### config.mk
export PLATFORM = sky130hd
export DESIGN_NAME = mem_arbiter
export DESIGN_NICKNAME = d
export VERILOG_FILES = /design/src/rtl/mem_arb_pkg.sv /design/src/rtl/mem_arbiter_arb_pick.sv /design/src/rtl/mem_arbiter.sv
export SDC_FILE = /design/constraint.sdc
export NUM_CORES = 1
export LEC_CHECK = 0
export CORE_MARGIN = 2
export CORE_UTILIZATION = 47
export CTS_CLUSTER_SIZE = 30
export DETAILED_ROUTE_END_ITERATION = 12
export PLACE_DENSITY = 0.89
export SETUP_SLACK_MARGIN = 0.3
export SLEW_MARGIN = 20
export SYNTH_ARGS = -nofsm -noshare
export SYNTH_HDL_FRONTEND = slang
export SYNTH_SLANG_ARGS = --single-unit
### constraint.sdc
create_clock -name clk -period 9.8 [get_ports clk]
set_input_delay 1.96 -clock clk [delete_from_list [all_inputs] [get_ports clk]]
set_output_delay 1.96 -clock clk [all_outputs]
set_load 0.005 [all_outputs]
### src/rtl/mem_arb_pkg.sv
// Shared types and constants for the two-port memory arbiter.
// Holds the FSM state enum, memory direction codes and port indices.
package mem_arb_pkg;

    typedef enum logic [1:0] {
        S_IDLE  = 2'd0,
        S_ISSUE = 2'd1,
        S_WAIT  = 2'd2,
        S_DONE  = 2'd3
    } state_t;

    localparam logic MEM_READ  = 1'b1;
    localparam logic MEM_WRITE = 1'b0;

    localparam logic PORT_IF = 1'b0;
    localparam logic PORT_LS = 1'b1;

endpackage

### src/rtl/mem_arbiter_arb_pick.sv
// Winner selection between the fetch port and the load/store port.
// Ports: req_if/req_ls (request valids), last (last granted port),
//        winner (selected port index; meaningful only when a request is up).
// Build option: ARB_ROUND_ROBIN_EN selects alternating grants on conflict;
//               otherwise load/store has fixed priority.
module arb_pick
    import mem_arb_pkg::*;
(
    input  logic req_if,
    input  logic req_ls,
    input  logic last,
    output logic winner
);

    always_comb begin
        // With no request the result is unused; holding 'last' keeps it stable.
        winner = last;
`ifdef ARB_ROUND_ROBIN_EN
        if (req_if && req_ls) begin
            winner = ~last;
        end else if (req_ls) begin
            winner = PORT_LS;
        end else if (req_if) begin
            winner = PORT_IF;
        end
`else
        if (req_ls) begin
            winner = PORT_LS;
        end else if (req_if) begin
            winner = PORT_IF;
        end
`endif
    end

endmodule

### src/rtl/mem_arbiter.sv
// Two-port memory arbiter: fetch (port 0, read-only) and load/store (port 1)
// share one memory request channel through an IDLE/ISSUE/WAIT/DONE FSM.
// Ports: clk, reset (async, active-high); if_* fetch request/done/rdata;
//        ls_* load/store request/done/rdata; mem_* memory channel;
//        busy (not IDLE), owner (granted port). All outputs are registered.
// Build option: ARB_ROUND_ROBIN_EN (see arb_pick).
module mem_arbiter
    import mem_arb_pkg::*;
#(
    parameter int ADDR_W = 32,
    parameter int DATA_W = 32
) (
    input  logic              clk,
    input  logic              reset,
    input  logic              if_valid,
    input  logic [ADDR_W-1:0] if_addr,
    output logic              if_done,
    output logic [DATA_W-1:0] if_rdata,
    input  logic              ls_valid,
    input  logic              ls_rw,
    input  logic [ADDR_W-1:0] ls_addr,
    input  logic [DATA_W-1:0] ls_wdata,
    output logic              ls_done,
    output logic [DATA_W-1:0] ls_rdata,
    output logic              mem_valid,
    output logic              mem_rw,
    output logic [ADDR_W-1:0] mem_addr,
    output logic [DATA_W-1:0] mem_wdata,
    input  logic [DATA_W-1:0] mem_rdata,
    input  logic              mem_ready,
    output logic              busy,
    output logic              owner
);

    state_t            state_q, state_d;
    logic              mem_valid_q, mem_valid_d;
    logic              mem_rw_q, mem_rw_d;
    logic [ADDR_W-1:0] mem_addr_q, mem_addr_d;
    logic [DATA_W-1:0] mem_wdata_q, mem_wdata_d;
    logic [DATA_W-1:0] rbuf_q, rbuf_d;
    logic              if_done_q, if_done_d;
    logic              ls_done_q, ls_done_d;
    logic [DATA_W-1:0] if_rdata_q, if_rdata_d;
    logic [DATA_W-1:0] ls_rdata_q, ls_rdata_d;
    logic              busy_q, busy_d;
    logic              owner_q, owner_d;
    logic              rr_q, rr_d;
    logic              win;

    arb_pick u_pick (
        .req_if (if_valid),
        .req_ls (ls_valid),
        .last   (rr_q),
        .winner (win)
    );

    always_ff @(posedge clk or posedge reset) begin
        if (reset) begin
            state_q     <= S_IDLE;
            mem_valid_q <= 1'b0;
            mem_rw_q    <= 1'b0;
            mem_addr_q  <= '0;
            mem_wdata_q <= '0;
            rbuf_q      <= '0;
            if_done_q   <= 1'b0;
            ls_done_q   <= 1'b0;
            if_rdata_q  <= '0;
            ls_rdata_q  <= '0;
            busy_q      <= 1'b0;
            owner_q     <= 1'b0;
            rr_q        <= 1'b0;
        end else begin
            state_q     <= state_d;
            mem_valid_q <= mem_valid_d;
            mem_rw_q    <= mem_rw_d;
            mem_addr_q  <= mem_addr_d;
            mem_wdata_q <= mem_wdata_d;
            rbuf_q      <= rbuf_d;
            if_done_q   <= if_done_d;
            ls_done_q   <= ls_done_d;
            if_rdata_q  <= if_rdata_d;
            ls_rdata_q  <= ls_rdata_d;
            busy_q      <= busy_d;
            owner_q     <= owner_d;
            rr_q        <= rr_d;
        end
    end

    always_comb begin
        state_d     = state_q;
        mem_valid_d = mem_valid_q;
        mem_rw_d    = mem_rw_q;
        mem_addr_d  = mem_addr_q;
        mem_wdata_d = mem_wdata_q;
        rbuf_d      = rbuf_q;
        if_done_d   = 1'b0;
        ls_done_d   = 1'b0;
        if_rdata_d  = if_rdata_q;
        ls_rdata_d  = ls_rdata_q;
        owner_d     = owner_q;
        rr_d        = rr_q;

        unique case (state_q)
            S_IDLE: begin
                if (if_valid || ls_valid) begin
                    owner_d = win;
                    rr_d    = win;
                    if (win == PORT_LS) begin
                        mem_rw_d    = ls_rw ? MEM_READ : MEM_WRITE;
                        mem_addr_d  = ls_addr;
                        mem_wdata_d = ls_wdata;
                    end else begin
                        mem_rw_d    = MEM_READ;
                        mem_addr_d  = if_addr;
                        mem_wdata_d = '0;
                    end
                    state_d = S_ISSUE;
                end
            end
            S_ISSUE: begin
                mem_valid_d = 1'b1;
                state_d     = S_WAIT;
            end
            S_WAIT: begin
                // mem_ready only counts once the strobe is actually out.
                if (mem_valid_q && mem_ready) begin
                    rbuf_d      = mem_rdata;
                    mem_valid_d = 1'b0;
                    state_d     = S_DONE;
                end
            end
            S_DONE: begin
                if (owner_q == PORT_LS) begin
                    ls_done_d = 1'b1;
                    if (mem_rw_q == MEM_READ) begin
                        ls_rdata_d = rbuf_q;
                    end
                end else begin
                    if_done_d  = 1'b1;
                    if_rdata_d = rbuf_q;
                end
                state_d = S_IDLE;
            end
            default: begin
                state_d = S_IDLE;
            end
        endcase

        busy_d = (state_d != S_IDLE);
    end

    assign mem_valid = mem_valid_q;
    assign mem_rw    = mem_rw_q;
    assign mem_addr  = mem_addr_q;
    assign mem_wdata = mem_wdata_q;
    assign if_done   = if_done_q;
    assign ls_done   = ls_done_q;
    assign if_rdata  = if_rdata_q;
    assign ls_rdata  = ls_rdata_q;
    assign busy      = busy_q;
    assign owner     = owner_q;

endmodule

Word-level counts from Yosys, hierarchy flattened
Cells that the tools add are included.
- register bits after elaboration: 168
- output and inout port bits: 134
- word-level logic and storage cells: 42
- input bits: 134
- multiplexer cells: 15
- equality and inequality tests: 4
- reductions and logical operators: 10
- bitwise gates (word level): 1
- operator list (cell ; count):
    $mux W32 ; 2
    $mux W1 ; 9
    $pmux W2 S4 ; 1
    $reduce_and A2 Y1 ; 4
    $eq A2 B2 Y1 const B ; 2
    $mux W2 ; 2
    $reduce_bool A2 Y1 ; 2
    $reduce_and A3 Y1 ; 1
    $eq A2 B1 Y1 const B ; 1
    $logic_not A2 Y1 ; 1
    $ne A2 B2 Y1 const B ; 1
    $pmux W1 S2 ; 1
    $logic_and A1 B1 Y1 ; 1
    $logic_or A1 B1 Y1 ; 1
    $not A1 Y1 ; 1

Depth between registers and ports, before layout
Gate-level depths: netlist of the first run.
- depth after elaboration: 4
- mapped depth: 8
- mapped depth without buffers: 5

By module
A second synthesis of the first run with hierarchy kept.
- cells, all modules: 476
- area total of the unflattened synthesis: 6925.4 um^2
- by module, submodules not included (module ; times used ; area each (um^2) ; sequential area each (um^2) ; cells an instance):
    mem_arbiter ; 1 ; 6914.1 ; 4204.0 ; 474
    arb_pick ; 1 ; 11.3 ; 0.0 ; 2

Worst setup path after synthesis of the first run
OpenSTA, ideal clock, no wires.
- kind: in2reg
- start: in ls_valid
- end: reg mem_wdata_q[10], in the netlist mem_wdata[10]
- library setup time: 121 ps
- slack: 6998 ps
- data arrival time: 2681 ps
- data required time: 9679 ps
- cell stages on the path: 5
- path buffers: 3
- cell sequence: buf_4 > and2_1 > buf_2 > buf_2 > a22o_1
- cells in the longest elaborated chain, start to end: 2
- elaborated cells on any way between the ends: 4
- those cells by class: 2 x mux; 2 x reduce/logical
- RTL lines (what ; RTL line ; text):
    start: declaration ; mem_arbiter.sv:19 ; input logic ls_valid,
    $mux W1 / $logic_or A1 B1 Y1 (equally long branches) ; mem_arbiter_arb_pick.sv:27, mem_arbiter.sv:105 ;
    $mux W32 / $reduce_and A2 Y1 (equally long branches) ; - ;
    end signal: assignment ; mem_arbiter.sv:77 ; mem_wdata_q <= mem_wdata_d;
    end: declaration ; mem_arbiter.sv:39 ; logic [DATA_W-1:0] mem_wdata_q, mem_wdata_d;
Several ways; a longest one is shown, not always the timed one.
A chain may end at the register's enable or synchronous reset.

Worst setup path after layout of the first run
- start: in ls_valid
- end: reg mem_addr_q[28], in the netlist mem_addr[28]
- cells in the longest elaborated chain, start to end: 2
- elaborated cells on any way between the ends: 4
- those cells by class: 2 x mux; 2 x reduce/logical
- RTL lines (what ; RTL line ; text):
    $mux W1 / $logic_or A1 B1 Y1 (equally long branches) ; mem_arbiter_arb_pick.sv:27, mem_arbiter.sv:105 ;
    $mux W32 / $reduce_and A2 Y1 (equally long branches) ; - ;
    end signal: assignment ; mem_arbiter.sv:76 ; mem_addr_q <= mem_addr_d;
    end: declaration ; mem_arbiter.sv:38 ; logic [ADDR_W-1:0] mem_addr_q, mem_addr_d;
Several ways; a longest one is shown, not always the timed one.

==> metrics.txt, run 1 <==
Syn Inst Count 453; CTS Buf Count 17; Rel. slew slack 0.283; DR DRC count 0; Placer Congestion between 0.7 and 0.8; clk sink count 168; Ys Warns 0; setup TNS 0 ps; part of the cycle the worst path needs 0.382; crit path max fanout 29; post-CTS sizing 0; P_leak 4.33 nW; Layout area overhead 49.2%; Least-Margin Pin Slew 1070 ps; final setup fails 0; post-CTS setup buffer count 0; Synth Area per Inst 14.7 um^2; Hold WC Path Type reg2reg; Final Hold Vio Count 0; Yosys top cell by area dfrtp_1; Yosys cell types 26; Clock Latency Late Sink 410 ps; CTS Hold Bufs 0; IO Port Bufs 267; skew final 8.12 ps; DR WL/cell 19.9 um; fin nets 848; post-synth net total 592; initial antenna violation count 0; Peak VDD IR between 0.15 and 0.2 mV; Ports 268; ANT nets after route 0; status complete, no violations; R2R depth 6; mapped cell area 0.00666 mm^2; Max-Cap Viols 0; GRT Residual Overflow 0; diode count 0; share of layout cells above drive strength 1 0.190; min setup slack post-route 6060 ps; Initial Utilization 0.480; pwr/cell area 331 mW/mm^2; Worst EP arrival around 4000 ps; WS Path Type in2reg; required time worst endpoint roughly 10000 ps; vias post-DR approximately 4800; DP Wirelength 12.3 mm; largest net degree at the start of global routing 101; post-synthesis sequential area ratio 0.631; Post-Route Utilization 0.716; DP Worst Slack 5330 ps; die area 0.0151 mm^2; DRT iter0 DRCs 255; vias per cell 5.37; Hold Path Depth 1; unrepaired setup endpoints after global routing no; min cycle time layout 3740 ps; top-area cell type share of the netlist area 0.631; Post-Route WL 18.0 mm; TritonCTS clock tree done; Crit. End Element flip-flop; crit start category input port; core area about 0.014 mm^2; clock root buffer clkbuf_16; htree depth 4; number of global-route vias before repair between 5000 and 6000; Global Route Usage Sum 0.240; fillers 894; Synth area leaders dfrtp_1 63%, mux2_2 11%, mux2_4 6.8%; # rows 43; first-pass GRT wire length 27.7 mm; Die Y approximately 120 um; clock tree buffer depth 2; clock-pin slew on the worst setup and hold paths approximately 60 ps; Die Wd 123 um; first drt pass iteration count 4; count of state elements after synthesis 168; maximum clock frequency about 270 MHz; Slew Limit Fails 0
## through the flow
| stage | power (mW) | cell area, um^2 | hold slack (ps) | std cells |
|---|---|---|---|---|
| after global routing | 3.46 | 9930 | 521 | 902 |
| after global placement | 2.58 | 9380 | 487 | 870 |
| after CTS | 3.31 | 9930 | 504 | 902 |
| after floorplan | 1.88 | 6660 | 493 | 453 |
| after detailed placement | 2.66 | 9380 | 490 | 870 |
| final | 3.28 | 9930 | 502 | 902 |
## path summary, 6_finish.rpt
check                          endpoint    startpoint  slack [ps]
max                        mem_addr[28]      ls_valid        6060
min                        if_rdata[15]  if_rdata[15]         500
max reg2reg                mem_addr[28]    state_q[0]        7220
min reg2reg                if_rdata[15]  if_rdata[15]         500
max in group asynchronous  ls_rdata[30]         reset        6250
min in group asynchronous    rbuf_q[23]         reset        2160
## cells in the mapped netlist (all sizes together)
master	number
a211oi	1
or2	1
ha	5
nor2	3
nand3	1
clkbuf	6
nand3b	1
a22o	42
nor4b	1
nand2	5
inv	7
mux2	96
buf	27
o22ai	53
a21oi	30
o21ai	2
nand2b	1
nor2b	1
and2	2
dfrtp	168
## state kept, by name, indices dropped and copies added, names as in the netlist
| name | count |
|---|---|
| mem_wdata | 32 |
| rr_q | 1 |
| mem_addr | 32 |
| if_done | 1 |
| state_q | 2 |
| mem_rw | 1 |
| busy | 1 |
| mem_valid | 1 |
| ls_done | 1 |
| ls_rdata | 32 |
| if_rdata | 32 |
| rbuf_q | 32 |
## per-layer routing
metal	vias to the layer above	track usage	wire, um
met5	-	0	0
met4	0	0.0597	189
met3	16	0.0761	1420
met2	227	0.408	9130
met1	2413	0.299	7210
li1	2192	-	-
## layout make-up
type / instances / area [um^2] / area share
inverter: 7 / 31.3 / 0.00315
sequential: 168 / 4200 / 0.423
timing repair buffer: 270 / 2690 / 0.271
clock buffer: 24 / 492 / 0.0495
tap: 180 / 225 / 0.0227
multi-input combinational: 245 / 2230 / 0.224
clock inverter: 8 / 62.6 / 0.00630
## kinds of logic after synthesis
kind of cell	synth area share
compound gates	0.130
fa+ha+maj	0.00939
buf+inv	0.0359
flops	0.631
mux	0.179
simple gates	0.0139
## report_power, final
part           leakage (nW)  switching [mW]  total (mW)  internal [mW]
logic                  2.02           0.484        1.37          0.888
clock network         0.263           0.266       0.620          0.354
registers              2.05           0.248        1.29           1.04
total                  4.33           0.998        3.28           2.29
## cell usage in the layout, fill, tap and decap left out
cell type	synthesis	final
clkdlybuf4s50_1	0	266
nor2b_1	1	1
o21ai_0	1	1
nand2b_2	0	1
mux2_4	30	30
inv_1	6	5
nand2_4	0	1
buf_4	7	3
o22ai_1	53	53
buf_2	14	1
nand3_2	1	1
nand2_1	3	3
or2_1	1	1
o21ai_2	0	1
inv_2	1	1
nand2_2	2	1
clkbuf_16	0	17
clkinvlp_4	0	3
clkinv_4	0	2
dfrtp_1	168	168
and2_2	0	1
ha_1	5	5
mux2_2	66	66
inv_6	0	3
nor4b_1	1	1
clkbuf_1	6	3
nor2_1	3	3
nand3b_1	1	1
a22o_1	42	42
a21oi_1	30	30
a211oi_1	1	1
clkinv_2	0	1
and2_1	2	1
clkbuf_8	0	4
## worst max-delay path, stage by stage
cell	delay (ps)
clkdlybuf4s50_1	770
nand2_1	770
o22ai_1	390
a21oi_1	100
Note: power is estimated with default switching activity, not from simulation.
==> run 2, diff against run 1 <==
Settings changed: CORE_UTILIZATION 47 to 39, PLACE_DENSITY 0.89 to 0.79.
Clock period 9.8 ns to 3.4 ns, I/O delays scaled along.
==> metrics.txt, run 2 (synthesis results as in run 1) <==
maximum clock frequency ~420 MHz; largest net degree at the start of global routing 98 (-3.0%); Hold WC Path Type reg2reg; die area 0.0181 mm^2 (+20%); Least-Margin Pin Slew 998 ps (-75.1 ps); share of layout cells above drive strength 1 0.194 (+0.00420); DR DRC count 0 (unchanged); Worst Path Buf+Inv 2 (+1); crit-path cells inv_1, ha_1, buf_4, nand2_1, o22ai_1, a21oi_1; # rows 47 (+9.3%); GRT Residual Overflow 0 (unchanged); most frequent cells in the layout 267 x clkdlybuf4s50_1, 168 x dfrtp_1, 66 x mux2_2; hold path start if_rdata[7]; required time worst endpoint 3670 ps (-6390 ps); initial antenna violation count 0 (unchanged); WS Path Type reg2reg; WP depth 6 (+2); DRT iter0 DRCs 212 (-17%); commonest non-fill, non-tap cell in the layout clkdlybuf4s50_1; first-pass GRT wire length 27.9 mm (+0.62%); dpl cells 916 (+5.3%); Comb pwr share 0.412 (-0.006); CTS Hold Bufs 0 (unchanged); Final Hold Vio Count 0 (unchanged); Slew Limit Fails 0 (unchanged); ANT nets after route 0 (unchanged); R2R Path Start state_q[0]; met1 global-route usage 0.232 (-0.0669); clock root buffer clkbuf_16; R2R depth 6 (unchanged); Hold Slack 508 ps (+5.69 ps); post-CTS setup buffer count 0 (unchanged); Die Wd 135 um (+9.5%); IO Port Bufs 267 (unchanged); min cycle time layout around 2400 ps; slowest stage cell on the critical path nand2_1; core area 0.0166 mm^2 (+20%); Ports 268 (unchanged); Clk pwr share 0.200 (+0.011); htree depth 4 (unchanged); crit start category flip-flop; vias post-DR 4956 (+2.2%); first drt pass iteration count 4 (unchanged); TritonCTS clock tree done; Hold Path Depth 1 (unchanged); Worst EP arrival 2640 ps (-1360 ps); crit path launch state_q[0]; clock tree buffer depth 2 (unchanged); post-CTS sizing 0 (unchanged); final setup fails 0 (unchanged); part of the cycle the worst path needs 0.699; Crit. End Element flip-flop; Post-Route WL 17.8 mm (-0.64%); Sw Ratio 0.296 (-0.00819); setup TNS 0 ps (unchanged); met2 usage 0.345 (-0.0639); diode count 0 (unchanged); Cell Int Power 6.72 mW (+190%); sequential share of power 0.388 (-0.005); clock-pin slew on the worst setup and hold paths 60 ps (about the same); Placer Congestion 0.755 (-4.9%); Rel. slew slack 0.333 (+0.0502); DP Wirelength 12.3 mm (about the same); skew final 12.4 ps (+4.26 ps); Die Y 135 um (+9.5%); crit path max fanout 37 (+28%); fin nets 854 (+0.71%); CP delay by family, top simple AND/OR/NAND/NOR gates; met3 Usage GRT 0.0544 (-0.0217); Layout area overhead 51.4%; fillers 1281 (+43%); Clock Latency Late Sink 420 ps (about the same); DP Worst Slack 674 ps (-4650 ps); Max-Cap Viols 0 (unchanged); grt peak-use layer met2; P_leak 4.39 nW (+1.3%); unrepaired setup endpoints after global routing no; Peak VDD IR 0.421 mV (+140%); NetSw 2.82 mW (+180%); Initial Utilization 0.400 (-0.0796); min setup slack post-route 1020 ps (-5040 ps); CTS Buf Count 17 (unchanged); number of global-route vias before repair 5325 (+4.1%); vias per cell 5.23 (-2.6%); Global Route Usage Sum 0.198 (-0.0425); pwr/cell area 946 mW/mm^2 (+190%); clk sink count 168 (unchanged); status complete, no violations; DR WL/cell 18.8 um (-5.4%); slowest stage delay, CP 690 ps (-80 ps); Cell Count, Final, Fillers Out 947 (+5.0%)
## run 2: cell types whose count changed in the layout (fill, tap and decap cells not counted), moves of 2 or more
cell,change
buf_12,+2
buf_4,+4
bufinv_16,+2
clkinvlp_4,-2
## run 2: power by group through the flow
| stage | Combinational (mW) | Sequential (mW) | Clock, mW |
|---|---|---|---|
| floorplan | 1.80 | 3.63 | 0 |
| global placement | 3.83 | 3.63 | 0 |
| detailed placement | 3.97 | 3.70 | 0 |
| CTS | 3.98 | 3.70 | 1.95 |
| global route | 4.21 | 3.82 | 2.05 |
| finish | 3.93 | 3.70 | 1.91 |
## run 2: worst paths after layout
kind | endpoint | slack (ps)
max | mem_addr[27] | 1020
min | if_rdata[7] | 510
max reg2reg | mem_addr[27] | 1020
min reg2reg | if_rdata[7] | 510
max in group asynchronous | if_rdata[7] | 2200
min in group asynchronous | mem_wdata[7] | 750
## run 2: final cells by class
cell class                      count  area, um^2  area share
Clock buffer                       22         474      0.0470
Clock inverter                      9         114      0.0113
Inverter                            7        30.0     0.00298
Multi-Input combinational cell    245        2220       0.220
Sequential cell                   168        4200       0.417
Tap cell                          220         275      0.0273
Timing Repair Buffer              276        2770       0.274
## run 2: worst reg2reg max path, cell delays in order, from the launching register on
cell and delay [ps]:
dfrtp_1 430, inv_1 130, ha_1 150, buf_4 350
nand2_1 690, o22ai_1 400, a21oi_1 70
## run 2: routing by layer
metal / part of all wire / wire (um)
met1: 0.40 / 7050
met2: 0.51 / 9130
met3: 0.067 / 1190
met4: 0.026 / 466
met5: 0 / 0
## run 2: per-stage QoR
stage	instance area [um^2]	total power, mW	utilization
2_1_floorplan	6660	5.43	-
3_3_place_gp	9500	7.46	0.571
3_5_place_dp	9500	7.67	0.571
4_1_cts	10100	9.63	0.606
5_1_grt	10100	10.1	0.606
6_report	10100	9.54	0.606
